[src/rtl/wb_skid_stage_pkg.sv]
// Shared types and constants for the MEM/WB skid stage: writeback select codes,
// load funct3 encodings and the buffered writeback entry.
package wb_skid_stage_pkg;

    localparam int WB_WIDTH  = 32;
    localparam int WB_REG_AW = 5;

    localparam logic [2:0] WB_SEL_ALU = 3'b000;
    localparam logic [2:0] WB_SEL_MEM = 3'b001;
    localparam logic [2:0] WB_SEL_PC4 = 3'b010;
    localparam logic [2:0] WB_SEL_IMM = 3'b100;
    localparam logic [2:0] WB_SEL_CSR = 3'b110;

    localparam logic [2:0] LD_LB  = 3'b000;
    localparam logic [2:0] LD_LH  = 3'b001;
    localparam logic [2:0] LD_LW  = 3'b010;
    localparam logic [2:0] LD_LBU = 3'b100;
    localparam logic [2:0] LD_LHU = 3'b101;

    typedef struct packed {
        logic [WB_WIDTH-1:0]  alu;
        logic [WB_WIDTH-1:0]  mem;
        logic [WB_WIDTH-1:0]  pc4;
        logic [WB_WIDTH-1:0]  imm;
        logic [WB_WIDTH-1:0]  csr;
        logic [2:0]           sel;
        logic [WB_REG_AW-1:0] rd;
        logic                 we;
    } wb_entry_t;

    // Upper source groups ignore bit0 so the mux only ever sees one code per source.
    function automatic logic [2:0] canon_sel(input logic [2:0] sel);
        logic [2:0] res;
        if (sel[2:1] != 2'b00) begin
            res = {sel[2:1], 1'b0};
        end else begin
            res = sel;
        end
        return res;
    endfunction

endpackage

[src/rtl/wb_skid_stage_load_align.sv]
// Load data alignment: picks the addressed byte/half out of the raw read word
// and sign- or zero-extends it according to the load type.
module wb_skid_stage_load_align
    import wb_skid_stage_pkg::*;
#(
    parameter int WIDTH = WB_WIDTH
) (
    input  logic [WIDTH-1:0] rdata,
    input  logic [1:0]       addr_lo,
    input  logic [2:0]       funct3,
    output logic [WIDTH-1:0] data
);

    logic [7:0]  byte_s;
    logic [15:0] half_s;

    // Misaligned halves fall back to offset 0; the trap is raised upstream.
    always_comb begin
        case (addr_lo)
            2'd0:    byte_s = rdata[7:0];
            2'd1:    byte_s = rdata[15:8];
            2'd2:    byte_s = rdata[23:16];
            default: byte_s = rdata[31:24];
        endcase
        if (addr_lo == 2'd2) begin
            half_s = rdata[31:16];
        end else begin
            half_s = rdata[15:0];
        end
        case (funct3)
            LD_LB:   data = {{(WIDTH-8){byte_s[7]}}, byte_s};
            LD_LH:   data = {{(WIDTH-16){half_s[15]}}, half_s};
            LD_LW:   data = rdata;
            LD_LBU:  data = {{(WIDTH-8){1'b0}}, byte_s};
            LD_LHU:  data = {{(WIDTH-16){1'b0}}, half_s};
            default: data = rdata;
        endcase
    end

endmodule

[src/rtl/wb_skid_stage.sv]
// MEM/WB boundary: two-entry skid buffer carrying the five writeback candidates,
// with in_ready taken only from registered state.
module wb_skid_stage
    import wb_skid_stage_pkg::*;
#(
    parameter int WIDTH  = WB_WIDTH,
    parameter int REG_AW = WB_REG_AW
) (
    input  logic              clk,
    input  logic              rst,
    input  logic              flush,
    input  logic              in_valid,
    output logic              in_ready,
    input  logic [WIDTH-1:0]  in_alu,
    input  logic [WIDTH-1:0]  in_rdata,
    input  logic [1:0]        in_addr_lo,
    input  logic [2:0]        in_ld_funct3,
    input  logic [WIDTH-1:0]  in_pc4,
    input  logic [WIDTH-1:0]  in_imm,
    input  logic [WIDTH-1:0]  in_csr,
    input  logic [2:0]        in_wb_sel,
    input  logic [REG_AW-1:0] in_rd,
    input  logic              in_we,
    output logic              out_valid,
    input  logic              out_ready,
    output logic [WIDTH-1:0]  out_i0,
    output logic [WIDTH-1:0]  out_i1,
    output logic [WIDTH-1:0]  out_i2,
    output logic [WIDTH-1:0]  out_i3,
    output logic [WIDTH-1:0]  out_i4,
    output logic [2:0]        out_sel,
    output logic [REG_AW-1:0] out_rd,
    output logic              out_we
);

    wb_entry_t        in_entry_s;
    wb_entry_t        main_q, main_d;
    wb_entry_t        skid_q, skid_d;
    logic             main_valid_q, main_valid_d;
    logic             skid_valid_q, skid_valid_d;
    logic [WIDTH-1:0] ld_data_s;
    logic             accept_s;
    logic             release_s;

    wb_skid_stage_load_align #(
        .WIDTH (WIDTH)
    ) u_load_align (
        .rdata   (in_rdata),
        .addr_lo (in_addr_lo),
        .funct3  (in_ld_funct3),
        .data    (ld_data_s)
    );

    always_comb begin
        in_entry_s.alu = in_alu;
        in_entry_s.mem = ld_data_s;
        in_entry_s.pc4 = in_pc4;
        in_entry_s.imm = in_imm;
        in_entry_s.csr = in_csr;
        in_entry_s.sel = canon_sel(in_wb_sel);
        in_entry_s.rd  = in_rd;
        in_entry_s.we  = in_we;
    end

    assign in_ready  = ~skid_valid_q;
    assign accept_s  = in_valid & ~skid_valid_q & ~flush;
    assign release_s = main_valid_q & out_ready;

    // Skid never accepts while full, so a release with skid_valid cannot coincide with an accept.
    always_comb begin
        main_d       = main_q;
        skid_d       = skid_q;
        main_valid_d = main_valid_q;
        skid_valid_d = skid_valid_q;
        if (flush) begin
            main_valid_d = 1'b0;
            skid_valid_d = 1'b0;
        end else if (release_s) begin
            if (skid_valid_q) begin
                main_d       = skid_q;
                main_valid_d = 1'b1;
                skid_valid_d = 1'b0;
            end else if (accept_s) begin
                main_d       = in_entry_s;
                main_valid_d = 1'b1;
            end else begin
                main_valid_d = 1'b0;
            end
        end else if (accept_s) begin
            if (main_valid_q) begin
                skid_d       = in_entry_s;
                skid_valid_d = 1'b1;
            end else begin
                main_d       = in_entry_s;
                main_valid_d = 1'b1;
            end
        end else begin
            main_valid_d = main_valid_q;
        end
    end

    always_ff @(posedge clk) begin
        if (rst) begin
            main_q       <= '0;
            skid_q       <= '0;
            main_valid_q <= 1'b0;
            skid_valid_q <= 1'b0;
        end else begin
            main_q       <= main_d;
            skid_q       <= skid_d;
            main_valid_q <= main_valid_d;
            skid_valid_q <= skid_valid_d;
        end
    end

    assign out_valid = main_valid_q;
    assign out_i0    = main_q.alu;
    assign out_i1    = main_q.mem;
    assign out_i2    = main_q.pc4;
    assign out_i3    = main_q.imm;
    assign out_i4    = main_q.csr;
    assign out_sel   = main_q.sel;
    assign out_rd    = main_q.rd;
    assign out_we    = main_q.we & main_valid_q;

endmodule

[config.mk]
export PLATFORM = sky130hd
export DESIGN_NAME = wb_skid_stage
export DESIGN_NICKNAME = d
export VERILOG_FILES = /design/src/rtl/wb_skid_stage_pkg.sv /design/src/rtl/wb_skid_stage_load_align.sv /design/src/rtl/wb_skid_stage.sv
export SDC_FILE = /design/constraint.sdc
export NUM_CORES = 1
export LEC_CHECK = 0
export CORE_MARGIN = 1.5
export CORE_UTILIZATION = 54
export DETAILED_ROUTE_END_ITERATION = 8
export HOLD_SLACK_MARGIN = 0.06
export PLACE_DENSITY = 0.85
export SLEW_MARGIN = 20
export SYNTH_ARGS = -nofsm -noshare
export SYNTH_HDL_FRONTEND = slang
export SYNTH_SLANG_ARGS = --single-unit
[constraint.sdc]
create_clock -name clk -period 6.4 [get_ports clk]
set_input_delay 1.92 -clock clk [delete_from_list [all_inputs] [get_ports clk]]
set_output_delay 1.92 -clock clk [all_outputs]
set_load 0.01 [all_outputs]
==> results of run 1 <==
## state kept, by name, indices dropped and copies added, names as in the netlist
register	cells
skid_q	169
out_i0	32
out_i1	32
out_i2	32
out_i3	32
out_i4	32
out_rd	5
out_sel	3
main_q	1
out_valid	1
skid_valid_q	1
## synth_stat cells (all sizes together)
cell	number
nand3	20
o21bai	1
o221ai	8
and3b	1
nor3b	1
clkbuf	113
mux2	1
and3	1
mux4	8
a2111oi	2
or2	1
dfxtp	340
a21o	1
nand4	8
nor3	19
o22ai	1
nor4b	8
a21oi	162
nor2b	1
a221oi	17
a211oi	26
buf	218
o211ai	14
a311oi	137
a22o	1
a211o	1
a21boi	1
inv	10
clkinv	1
nand2b	1
and2	9
nor2	165
nand2	609
o21ai	31
nand4bb	8
## metrics by stage
stage	cells	worst slack [ns]	utilization [%]	hold WS, ns	power, mW
after floorplan	1946	2.879	-	0.4366	2.666
after global placement	2357	1.697	62.78	0.4411	2.900
after detailed placement	2357	1.642	62.78	0.4465	2.915
after CTS	2422	2.138	67.26	0.4549	5.075
after global routing	2423	1.929	67.36	0.4677	5.215
final	2423	2.102	67.36	0.4541	5.049
## power breakdown
part           internal (mW)  switching, mW
registers               2.20         0.0494
clock network           1.32          0.853
logic                  0.321          0.304
## worst min-delay path, delay by kind of cell (launching register included)
kind / cells / cell delay, ns
AOI/OAI and AO/OA: 1 / 0.05
DFF: 1 / 0.31
and+or+nand+nor: 1 / 0.05
## cells by family (layout without fill, tap and decap cells)
logic type | Yosys count | count (layout) | synth area share [%]
AND/OR/NAND/NOR | 852 | 852 | 22.44
AO/OA/AOI/OAI | 403 | 403 | 18.34
buffers and inverters | 342 | 441 | 13.15
flip-flops | 340 | 340 | 44.75
multiplexers | 9 | 9 | 1.308
## final timing paths
kind / startpoint / to / slack [ns] / depth (start not counted)
worst max-delay path: out_ready / skid_q[164] / 2.10 / 7
worst min register to register: skid_q[53] / skid_q[53] / 0.45 / 2
worst min-delay path: skid_q[53] / skid_q[53] / 0.45 / 2
worst max register to register: out_valid / out_i0[2] / 3.44 / 6
## routing by layer
layer	global-route usage (%)	vias to the layer above	part of all wire, %	wire, um
li1	-	6594	-	-
met1	34.00	6453	40	16820
met2	44.81	627	46	19260
met3	5.806	134	8.5	3558
met4	12.74	0	4.8	1982
met5	0	-	0	0
## area by class of cell
type	count	area [um^2]
Clock buffer	50	1055
Clock inverter	15	188.9
Fill cell	2209	9067
Inverter	11	41.29
Multi-Input combinational cell	1264	6449
Sequential cell	340	6807
Tap cell	378	473.0
Timing Repair Buffer	365	3701
==> impl_metrics.json, run 1 <==
{
  "routedWlPerCell_um": 17.18,
  "hpwl_um": 25660,
  "critical_path_class": "input port to register",
  "yosysTopAreaCellShare_pct": 44.75,
  "cts_buffers": 36,
  "skew_ns": 0.01057,
  "antenna_found_initial": 0,
  "die_x_um": 170.8,
  "fmaxAchievable_mhz": 232.7,
  "yosysSeqAreaShare_pct": 44.75,
  "fin_crit_sh_pct": 67.15,
  "clock_latency_ns": 0.51,
  "synthCells": 1946,
  "worst_setup_path_start_kind": "input port",
  "hold_class": "register to register",
  "arrival_ns": 4.72,
  "yosysUniqueCellTypes": 44,
  "setup-tns-final_ns": 0,
  "crit_chain": "clkdlybuf4s50_1 > nor3_1 > nand3_4 > buf_4 > buf_4 > nand2_1 > a21oi_1",
  "synth.net_count": 2125,
  "leakage_nw": 6.505,
  "layout_min_cycle_time_ns": 4.298,
  "htree_levels": 2,
  "slew_viol_final": 0,
  "clock_sinks": 340,
  "insertedDiodeCount": 0,
  "syn_area_mm2": 0.01521,
  "dpl_cell_area_mm2": 0.01744,
  "grt_pass1_wl_um": 64890,
  "synth_top_cell_by_area": "dfxtp_1",
  "cap_viol_max_count": 0,
  "grt_use_total_pct": 27.18,
  "initial_utilization_pct": 54.75,
  "power_density_mw_per_mm2": 269.8,
  "portBuffers": 349,
  "cts_tree": "built",
  "grt_max_degree": 191,
  "die_y_um": 170.8,
  "final_layout_size_suffix_gt1_share_pct": 4.645,
  "mostFrequentLayoutCells": "609 x nand2_1, 348 x clkdlybuf4s50_1, 340 x dfxtp_1",
  "rsz0062_at_grt": "no",
  "cts_root_buffer": "clkbuf_16",
  "via_count": 13810,
  "wl_um": 41620,
  "endpoint_kind": "register",
  "critPathSlowestCell": "buf_4",
  "ctsHoldBuffers": 0,
  "drt-initial-drc-count": 1479,
  "post_cts_resized": 0,
  "path_max_fanout": 90,
  "slowest_delay_ns": 0.87,
  "final_common_cell": "nand2_1",
  "cts_buffer_depth": 3,
  "gp_congestion": 0.9174,
  "outcome": "finished, final reports clean",
  "ys_seq_elements": 340,
  "timing.final.hold_violations": 0,
  "post_cts_buffers": 0,
  "yosys-top-cells-area": "dfxtp_1 45%, nand2_1 15%, buf_4 8.3%",
  "slew-limit-headroom_pct": 31.98,
  "crit_top_cell": "buf_4",
  "cp.required_ns": 6.82,
  "viasPerCell": 5.699,
  "syn_avg_cell_area_um2": 7.816,
  "ioPinCount": 350,
  "ir_drop_uv": 162.6,
  "cp_top_family": "buffers and inverters",
  "ant_nets": 0,
  "rows": 61,
  "core-area_mm2": 0.02778,
  "path_clk_slew_ns": 0.06,
  "tightest_slew_ns": 1.020,
  "fin_area_mm2": 0.01871,
  "grt_overflow": 0,
  "die_area_mm2": 0.02918,
  "synthToLayoutAreaGrowth_pct": 23.04,
  "setup_viol": 0,
  "critical_path_buf_inv_count": 3,
  "first_pass_iters": 8,
  "drcViolationCount": 0,
  "synth_warnings": 0,
  "grt_pass1_vias": 12940,
  "finalNetCount": 2197
}
Note: power is estimated with default switching activity, not from simulation.
==> run 2: changes to the inputs <==
CORE_UTILIZATION = 46   (was 54)
PLACE_DENSITY = 0.77   (was 0.85)
clock period = 3.8 ns   (was 6.4 ns; I/O delays follow)
==> run 2 against run 1 <==
Highest routed layer unchanged. Largest power group unchanged. Worst hold slack worse by 0.00095 ns. Register-to-register slack worse by 1.9 ns. Sequential share of layout area is 0.44 points lower. Sequential power is 68% higher.
==> impl_metrics.json, run 2 (synthesized netlist as in run 1, its figures left out) <==
{
  "dpl_cell_area_mm2": 0.01775,
  "die_area_mm2": 0.03416,
  "first_pass_iters": 5,
  "clkPwrFrac_pct": 41.7,
  "startpoint": "in_addr_lo[0]",
  "largest_register": "skid_q",
  "drcViolationCount": 0,
  "grt_pass1_wl_um": 64910,
  "timing.final.hold_violations": 0,
  "hpwl_um": 25860,
  "grt_use_total_pct": 23.06,
  "fill_cells": 2915,
  "final_layout_size_suffix_gt1_share_pct": 4.959,
  "drt-initial-drc-count": 1034,
  "gp_congestion": 0.9133,
  "path_max_fanout": 17,
  "p_comb_share_pct": 12.7,
  "ioPinCount": 350,
  "fin_area_mm2": 0.01894,
  "clock_sinks": 340,
  "setup-tns-final_ns": 0,
  "core-area_mm2": 0.03254,
  "place_ws_ns": 0.2368,
  "setup_viol": 0,
  "power.share.switching_pct": 23.77,
  "rsz0062_at_grt": "no",
  "cts_root_buffer": "clkbuf_16",
  "largest_reg_flops": 169,
  "worstRegToRegCells": 6,
  "cap_viol_max_count": 0,
  "power.switching_mw": 1.980,
  "htree_levels": 2,
  "portBuffers": 349,
  "cts_buffers": 37,
  "leakage_nw": 6.576,
  "post_cts_buffers": 0,
  "viasPerCell": 5.462,
  "tightest_slew_ns": 1.107,
  "finalNetCount": 2211,
  "path_clk_slew_ns": 0.06,
  "grt_pass1_vias": 12720,
  "fin_crit_sh_pct": 81.05,
  "arrival_ns": 3.44,
  "cp-endpoint": "skid_q[125]",
  "r2r_end": "out_i3[16]",
  "rows": 66,
  "endpoint_kind": "register",
  "mostFrequentLayoutCells": "609 x nand2_1, 348 x clkdlybuf4s50_1, 340 x dfxtp_1",
  "ant_nets": 0,
  "die_x_um": 184.8,
  "wl_um": 40530,
  "hp-start": "skid_q[15]",
  "post_cts_resized": 0,
  "antenna_found_initial": 0,
  "regToRegStartpoint": "out_valid",
  "worst_slack_ns": 0.7200,
  "hold_class": "register to register",
  "dpl.cell_count": 2435,
  "final_core_util_pct": 58.22,
  "insertedDiodeCount": 0,
  "instances_no_fill": 2499,
  "layout_min_cycle_time_ns": 3.080,
  "p_int_mw": 6.349,
  "ff2ff_setup_slack_ns": 1.50,
  "slew-limit-headroom_pct": 26.18,
  "slew_viol_final": 0,
  "initial_utilization_pct": 46.75,
  "cts_tree": "built",
  "fmaxAchievable_mhz": 324.7,
  "synthToLayoutAreaGrowth_pct": 24.54,
  "worst_setup_path_start_kind": "input port",
  "cts_buffer_depth": 3,
  "ir_drop_uv": 335.2,
  "power_density_mw_per_mm2": 439.7,
  "ctsHoldBuffers": 0,
  "p_seq_share_pct": 45.5,
  "cp.required_ns": 4.16,
  "die_y_um": 184.8,
  "outcome": "finished, final reports clean",
  "skew_ns": 0.008496,
  "grt_overflow": 0,
  "grt_max_degree": 154,
  "final_common_cell": "nand2_1",
  "critical_path_class": "input port to register",
  "routedWlPerCell_um": 16.22,
  "via_count": 13650,
  "clock_latency_ns": 0.51
}
==> run 2: changes by cell type in the layout (fill, tap and decap cells not counted), sizes merged <==
cell,delta
buf,+13
bufinv,-4
clkbuf,+9
clkinv,-3
inv,-2
clkinvlp,-1
==> run 2: power groups by stage <==
stage	Clock (mW)	Sequential, mW	Combinational (mW)
final	3.48	3.79	1.06
after global routing	3.71	3.81	1.15
after CTS	3.55	3.79	1.06
after detailed placement	0	3.87	1.06
after global placement	0	3.86	1.04
after floorplan	0	3.84	0.648
==> run 2: how the worst min path moves through the flow <==
stage | to | cells past startpoint
after floorplan | skid_q[0] | 2
after global placement | skid_q[100] | 2
after detailed placement | skid_q[47] | 2
after CTS | skid_q[139] | 2
after global routing | skid_q[97] | 2
final | skid_q[15] | 2
==> run 2: worst max-delay path, stage by stage <==
cell	delay [ns]
clkdlybuf4s50_1	0.51
mux4_2	0.51
and3b_1	0.39
a211oi_4	0.69
a211oi_1	0.19
==> run 2: metrics by stage <==
stage	hold slack, ns	total power [mW]
detailed placement	0.4465	4.927
CTS	0.4546	8.406
finish	0.4532	8.329
floorplan	0.4366	4.489
global route	0.4673	8.668
global placement	0.4412	4.905
==> run 2: layout make-up <==
| type | instances | area, um^2 | area share (%) |
|---|---|---|---|
| Sequential cell | 340 | 6807 | 35.93 |
| Multi-Input combinational cell | 1264 | 6447 | 34.04 |
| Timing Repair Buffer | 378 | 3904 | 20.61 |
| Clock buffer | 59 | 1161 | 6.130 |
| Tap cell | 442 | 553.0 | 2.920 |
| Inverter | 11 | 41.29 | 0.2180 |
| Clock inverter | 5 | 28.78 | 0.1519 |
==> run 2: metal layers <==
metal / vias up / routed length [um] / global-route usage, %
li1: 6616 / - / -
met1: 6406 / 16660 / 29.28
met2: 530 / 19360 / 38.35
met3: 98 / 3121 / 4.797
met4: 0 / 1391 / 8.943
met5: - / 0 / 0
